[config.mk]
export PLATFORM = sky130hd
export DESIGN_NAME = alu_iterative
export DESIGN_NICKNAME = d
export VERILOG_FILES = /design/src/rtl/alu_iterative.sv
export SDC_FILE = /design/constraint.sdc
export NUM_CORES = 1
export LEC_CHECK = 0
export CAP_MARGIN = 25
export CORE_ASPECT_RATIO = 1.2
export CORE_UTILIZATION = 52
export CTS_CLUSTER_SIZE = 14
export DETAILED_ROUTE_END_ITERATION = 7
export PLACE_DENSITY = 0.92
export REMOVE_ABC_BUFFERS = 1
export SYNTH_ARGS = -nofsm -noshare
export SYNTH_HDL_FRONTEND = slang
export SYNTH_SLANG_ARGS = --single-unit
[constraint.sdc]
create_clock -name clk -period 3.02 [get_ports clk]
set_clock_uncertainty 0.05 [all_clocks]
set_input_delay 0.302 -clock clk [delete_from_list [all_inputs] [get_ports clk]]
set_output_delay 0.302 -clock clk [all_outputs]
set_load 0.01 [all_outputs]
[src/rtl/alu_iterative.sv]
// Area-lean RISC-V ALU: single-cycle arithmetic/logic/compare, bit-serial shifts.
// Valid/ready handshakes on both sides let the control unit stall during a shift.
module alu_iterative #(
  parameter int WIDTH = 32
) (
  input  logic             clk,
  input  logic             reset,
  input  logic             in_valid,
  output logic             in_ready,
  input  logic [3:0]       ALUControl,
  input  logic [WIDTH-1:0] SrcA,
  input  logic [WIDTH-1:0] SrcB,
  output logic             out_valid,
  input  logic             out_ready,
  output logic [WIDTH-1:0] ALUResult,
  output logic             Zero,
  output logic             illegal
);

  localparam int SHW = $clog2(WIDTH);

  localparam logic [3:0] OP_ADD  = 4'b0000;
  localparam logic [3:0] OP_SUB  = 4'b0001;
  localparam logic [3:0] OP_AND  = 4'b0010;
  localparam logic [3:0] OP_OR   = 4'b0011;
  localparam logic [3:0] OP_XOR  = 4'b0100;
  localparam logic [3:0] OP_SLT  = 4'b0101;
  localparam logic [3:0] OP_SRL  = 4'b0110;
  localparam logic [3:0] OP_SRA  = 4'b0111;
  localparam logic [3:0] OP_SLL  = 4'b1000;
  localparam logic [3:0] OP_SLTU = 4'b1001;

  typedef enum logic [1:0] {S_IDLE, S_SHIFT, S_DONE} state_e;
  typedef enum logic [1:0] {SH_SLL, SH_SRL, SH_SRA} shop_e;

  state_e           state_q,     state_d;
  shop_e            shop_q,      shop_d;
  logic [SHW-1:0]   cnt_q,       cnt_d;
  logic [WIDTH-1:0] result_q,    result_d;
  logic             illegal_q,   illegal_d;
  logic             in_ready_q,  in_ready_d;
  logic             out_valid_q, out_valid_d;

  logic [SHW-1:0]   shamt;
  logic             is_shift;
  shop_e            shop_new;

  assign shamt = SrcB[SHW-1:0];

  always_comb begin
    // NOTE: every signal assigned here gets a default first, so no path leaves it unassigned and no latch is inferred.
    state_d   = state_q;
    shop_d    = shop_q;
    cnt_d     = cnt_q;
    result_d  = result_q;
    illegal_d = illegal_q;
    is_shift  = 1'b0;
    shop_new  = SH_SLL;

    unique case (state_q)
      S_IDLE: begin
        if (in_valid) begin
          illegal_d = 1'b0;
          state_d   = S_DONE;
          case (ALUControl)
            OP_ADD:  result_d = SrcA + SrcB;
            OP_SUB:  result_d = SrcA - SrcB;
            OP_AND:  result_d = SrcA & SrcB;
            OP_OR:   result_d = SrcA | SrcB;
            OP_XOR:  result_d = SrcA ^ SrcB;
            OP_SLT:  result_d = {{(WIDTH-1){1'b0}}, $signed(SrcA) < $signed(SrcB)};
            OP_SLTU: result_d = {{(WIDTH-1){1'b0}}, SrcA < SrcB};
            OP_SLL: begin is_shift = 1'b1; shop_new = SH_SLL; end
            OP_SRL: begin is_shift = 1'b1; shop_new = SH_SRL; end
            OP_SRA: begin is_shift = 1'b1; shop_new = SH_SRA; end
            default: begin
              result_d  = '0;
              illegal_d = 1'b1;
            end
          endcase
          // The working register doubles as the result register during a shift.
          if (is_shift) begin
            result_d = SrcA;
            shop_d   = shop_new;
            cnt_d    = shamt;
            if (shamt != '0) state_d = S_SHIFT;
          end
        end
      end

      S_SHIFT: begin
        unique case (shop_q)
          SH_SLL:  result_d = {result_q[WIDTH-2:0], 1'b0};
          SH_SRL:  result_d = {1'b0, result_q[WIDTH-1:1]};
          default: result_d = {result_q[WIDTH-1], result_q[WIDTH-1:1]};
        endcase
        cnt_d = cnt_q - 1'b1;
        if (cnt_q == SHW'(1)) state_d = S_DONE;
      end

      default: begin
        if (out_ready) state_d = S_IDLE;
      end
    endcase

    in_ready_d  = (state_d == S_IDLE);
    out_valid_d = (state_d == S_DONE);
  end

  always_ff @(posedge clk) begin
    // NOTE: state flops use non-blocking assignments so all of them update from the same pre-edge values.
    if (reset) begin
      state_q     <= S_IDLE;
      shop_q      <= SH_SLL;
      cnt_q       <= '0;
      result_q    <= '0;
      illegal_q   <= 1'b0;
      in_ready_q  <= 1'b1;
      out_valid_q <= 1'b0;
    end else begin
      state_q     <= state_d;
      shop_q      <= shop_d;
      cnt_q       <= cnt_d;
      result_q    <= result_d;
      illegal_q   <= illegal_d;
      in_ready_q  <= in_ready_d;
      out_valid_q <= out_valid_d;
    end
  end

  assign in_ready  = in_ready_q;
  assign out_valid = out_valid_q;
  assign ALUResult = result_q;
  assign Zero      = (result_q == '0);
  assign illegal   = illegal_q;

endmodule
==> impl_metrics.toml, run 1 <==
[global_routing]
overflow = 142
grt_usage_pct = 78.8
grt_max_degree = 33

[clock_network]
ctsHoldBuffers = 0
clockBufferDepth = 2
cts_buffers = 5
clock-root-buffer = "clkbuf_16"
cts.sinks = 44
cts.htree.levels = 2

[placed_design]
place_hpwl_um = 23600
place.gp.congestion = 1.11
port_buffers = 107
dpl_cell_area_um2 = 10500

[floorplanning]
row_count = 48
start_util_pct = 53.4
die_h_um = 135
pin_count = 108
die-width_um = 113

[sta]
worst-ep-kind = "register data pin"
worst_endpoint = "ALUResult[23]$_SDFFE_PP0P_/D"

[status]
stop_stage = "global routing (5_1_grt)"
firstError = "[ERROR GRT-0232] Routing congestion too high. Check the congestion heatmap in the GUI."
status = "did not finish"

[synthesis]
synthMuxAreaShare_pct = 1.58
synth_seq_cells = 44
yosysWarningCount = 0
syn-mean-instance-area_um2 = 6.85
synth_edf_count = 0
seq_area_frac_synth_pct = 11.4
synth_top_family_by_area = "compound AO/OA/AOI/OAI gates"
synthAdderAreaFrac_pct = 19.2
synth.distinct_cells = 71
syn_inst = 1124
synthFlopType = "dfxtp_1"
synth-compound-area-share_pct = 37.2
syn_area_um2 = 7700
yosys.area_share.simple_pct = 21.4
synthArstFlopShare_pct = 0
synth_xor_area_share_pct = 0.341
timing repair:
item	CTS
buffers inserted	11
hold endpoints to repair	0
pin swaps	41
endpoints found under the setup margin	24
resized for setup	135
cells in the mapped netlist, drive strengths merged, types with 15 or more instances:
master    n  area [um2]
o21ai    55         275
nand3    43         215
nand2   106         398
dfxtp    44         881
a21o     21         158
a221oi   31         272
o211ai   24         180
ha      115        1440
nor3     26         130
nor2     93         352
nor4     20         125
o31ai    15         118
inv      99         372
a21oi   131         656
clkbuf   68         255
a211oi   22         170
metrics by stage:
stage          cells  setup slack (ns)  hold WS, ns  utilization, %  setup TNS (ns)
4_1_cts         1577          0.000912        0.415            77.7               0
3_5_place_dp    1558            -0.851        0.404            72.6          -13.94
3_3_place_gp    1558            -0.755        0.389            72.6          -12.10
2_1_floorplan   1045             -1.06        0.321               -          -21.32
layer usage:
layer  track usage, %  GRT overflow
met1             77.8             3
met3             65.1             3
met5             33.3             0
met2             94.5            82
met4             80.3            54
cells by family after synthesis:
| kind of cell | count (synthesis) |
|---|---|
| compound gates | 418 |
| xor+xnor | 3 |
| fa+ha+maj | 117 |
| buf+inv | 178 |
| flops | 44 |
| mux | 12 |
| simple gates | 352 |
==> run 2, diff against run 1 <==
Settings changed: CORE_ASPECT_RATIO 1.2 to default, CORE_UTILIZATION 52 to 40, CTS_CLUSTER_SIZE 14 to default, PLACE_DENSITY 0.92 to default, PLACE_DENSITY_LB_ADDON from default to 0.15.
Clock period 3.02 ns to 3.9 ns, I/O delays scaled along.
==> run 2 against run 1 <==
The run now ends clean. Synthesized area stayed put. Synthesized cell count stayed put.
==> impl_metrics.toml, run 2 <==
[clock_network]
postCtsSetupBuffers = 0
clock-root-buffer = "clkbuf_16"
ctsHoldBuffers = 0
cts_tree = "yes"
clk_pin_slew_ns = 0.07
clk_latency_ns = 0.29
cts_buffers = 5
clockBufferDepth = 2
cts.sinks = 44
cts.htree.levels = 2
post_cts_resized = 0

[sta]
grt_setup_unrepaired = "no"
hold_violations = 0
period_share_pct = 95.3
max_freq_mhz = 269
post-route-min-period_ns = 3.72
tightest_slew_ns = 0.760
slew_violations = 0
finalSetupViolations = 0
setup-tns-final_ns = 0
slew_headroom_pct = 49.4

[synthesis]
synth_seq_cells = 44
netlist_top_cells_area = "ha_1 (19%), dfxtp_1 (11%), a21oi_1 (8.5%), nand2_1 (5.2%), inv_1 (4.8%)"
synth_edf_count = 0
syn_inst = 1124
yosysWarningCount = 0
synth.distinct_cells = 71
ys_top_cells_by_count = "a21oi_1 (131), ha_1 (115), nand2_1 (106)"
synthArstFlopShare_pct = 0
synthFlopType = "dfxtp_1"
seq_area_frac_synth_pct = 11.4
synth_top_area_share_pct = 18.7
syn_area_um2 = 7700
post-synth-top-count-cell = "a21oi_1"
syn-mean-instance-area_um2 = 6.85
yosys.area.top_type = "ha_1"

[routing]
firstDrtPassIters = 7
drtIter0Drc = 819
routed_wirelength_um = 29600
via_count = 9290
routedWlPerCell_um = 19.6
drcViolationCount = 0
drt-vias-per-instance = 6.15
ant_nets = 0

[setup_path]
r2r_start = "state_q[1]"
setup.worst_path.start_class = "input port"
worst_ep_required_time_ns = 4.09
worstSetupPathType = "input port to register"
crit_path_end_kind = "register"
r2r_cells = 7
r2r_end = "ALUResult[28]"
crit_fanout = 4
reg2reg_slack_ns = 1.33
cp_data_arrival_time_ns = 3.90

[min_path]
worstHoldStart = "illegal"
whs_path_depth = 2
worstHoldEndpoint = "illegal"
hp-class = "register to register"

[global_routing]
grt_usage_pct = 29.5
antenna_found_initial = 0
grt_pass1_vias = 8609
overflow = 0
grt_max_degree = 33
grt_pass1_wl_um = 46700

[floorplanning]
core_area_um2 = 18800
pin_count = 108
die_area_um2 = 19800
start_util_pct = 41.0
die_h_um = 141
row_count = 50
die-width_um = 141

[final_layout]
final_common_cell = "a21oi_1"
fin_nets = 1464
nFillCells = 1882
largest_reg_flops = 32
design_area_um2 = 9860
syn2layout_area_growth_pct = 28.1
fin_cells = 1510
final_cell_mix = "a21oi_1 (131), ha_1 (115), buf_4 (114), clkdlybuf4s50_1 (107), nand2_1 (106)"
n_antenna_cell = 0
drive_gt1_share_pct = 11.8
final_util_pct = 52.5

[placed_design]
place_hpwl_um = 22800
dpl_cell_area_um2 = 9680
post-place-cells = 1502
port_buffers = 107
place.gp.congestion = 0.988

[power]
swShare_pct = 41.6
power_frac_clock_pct = 22.1
switchingPower_uw = 978
power_density_nw_per_um2 = 239
irDropWorstVdd_v = 0.000177
total_power_mw = 2.35
combPwrFrac_pct = 53.8
p_int_mw = 1.37
leakagePower_nw = 4.23
p_seq_share_pct = 24.2

[flow_run]
maxCapViolations = 0

[status]
status = "finished, final reports clean"
-- run 2: power groups by stage --
stage	Sequential [mW]	Clock [mW]	Combinational, mW
CTS	0.565	0.522	1.24
global route	0.573	0.546	1.37
global placement	0.575	0	1.22
floorplan	0.566	0	0.666
detailed placement	0.575	0	1.23
finish	0.569	0.519	1.26
-- run 2: layout make-up --
class	instances	area [um2]	area share, %
clock buffers	6	139	1.41
multi-input cells	902	6170	62.6
clock inverters	2	38.8	0.393
inverters	99	372	3.77
well taps	234	293	2.97
flip-flops and latches	44	881	8.93
repair buffers	223	1970	19.9
-- run 2: routing by layer --
layer  wire [um]  GRT usage, %
met1       13000          39.9
met2       13600          49.1
met3        2250          2.99
met4         826          9.32
met5           0             0
-- run 2: worst max-delay path by stage --
stage,from,to,slack (ns),depth (start not counted)
after floorplan,ALUControl[3],ALUResult[0],-0.27,6
after global placement,SrcB[0],ALUResult[28],-0.09,13
after detailed placement,SrcA[1],ALUResult[23],-0.05,13
after CTS,SrcB[0],ALUResult[28],0.16,13
after global routing,SrcA[0],ALUResult[26],0.01,14
final,SrcB[0],ALUResult[28],0.18,13
-- run 2: through the flow --
stage / hold WS (ns) / worst slack, ns
after floorplan: 0.384 / -0.270
after global placement: 0.397 / -0.0939
after detailed placement: 0.399 / -0.0524
after CTS: 0.407 / 0.159
after global routing: 0.416 / 0.0132
final: 0.405 / 0.182
-- run 2: logic make-up (layout without fill, tap and decap cells) --
logic type | Yosys count | after routing | share of synthesized area [%]
AOI/OAI and AO/OA | 418 | 418 | 37.2
and+or+nand+nor | 352 | 352 | 21.4
buffers and inverters | 178 | 330 | 8.81
adders and majority gates | 117 | 117 | 19.2
DFF | 44 | 44 | 11.4
muxes | 12 | 12 | 1.58
xor gates and xnor gates | 3 | 3 | 0.341
-- run 2: critical path: stages --
cell	delay (ns)
clkdlybuf4s50_1	0.48
ha_1	0.24
fa_1	0.41
a211oi_2	0.27
o21bai_1	0.13
a21o_1	0.22
a211oi_1	0.30
buf_4	0.19
o41ai_1	0.12
a211o_1	0.37
a2111o_1	0.43
a22oi_1	0.20
o21a_1	0.15
Power figures use the tool's default switching activity.
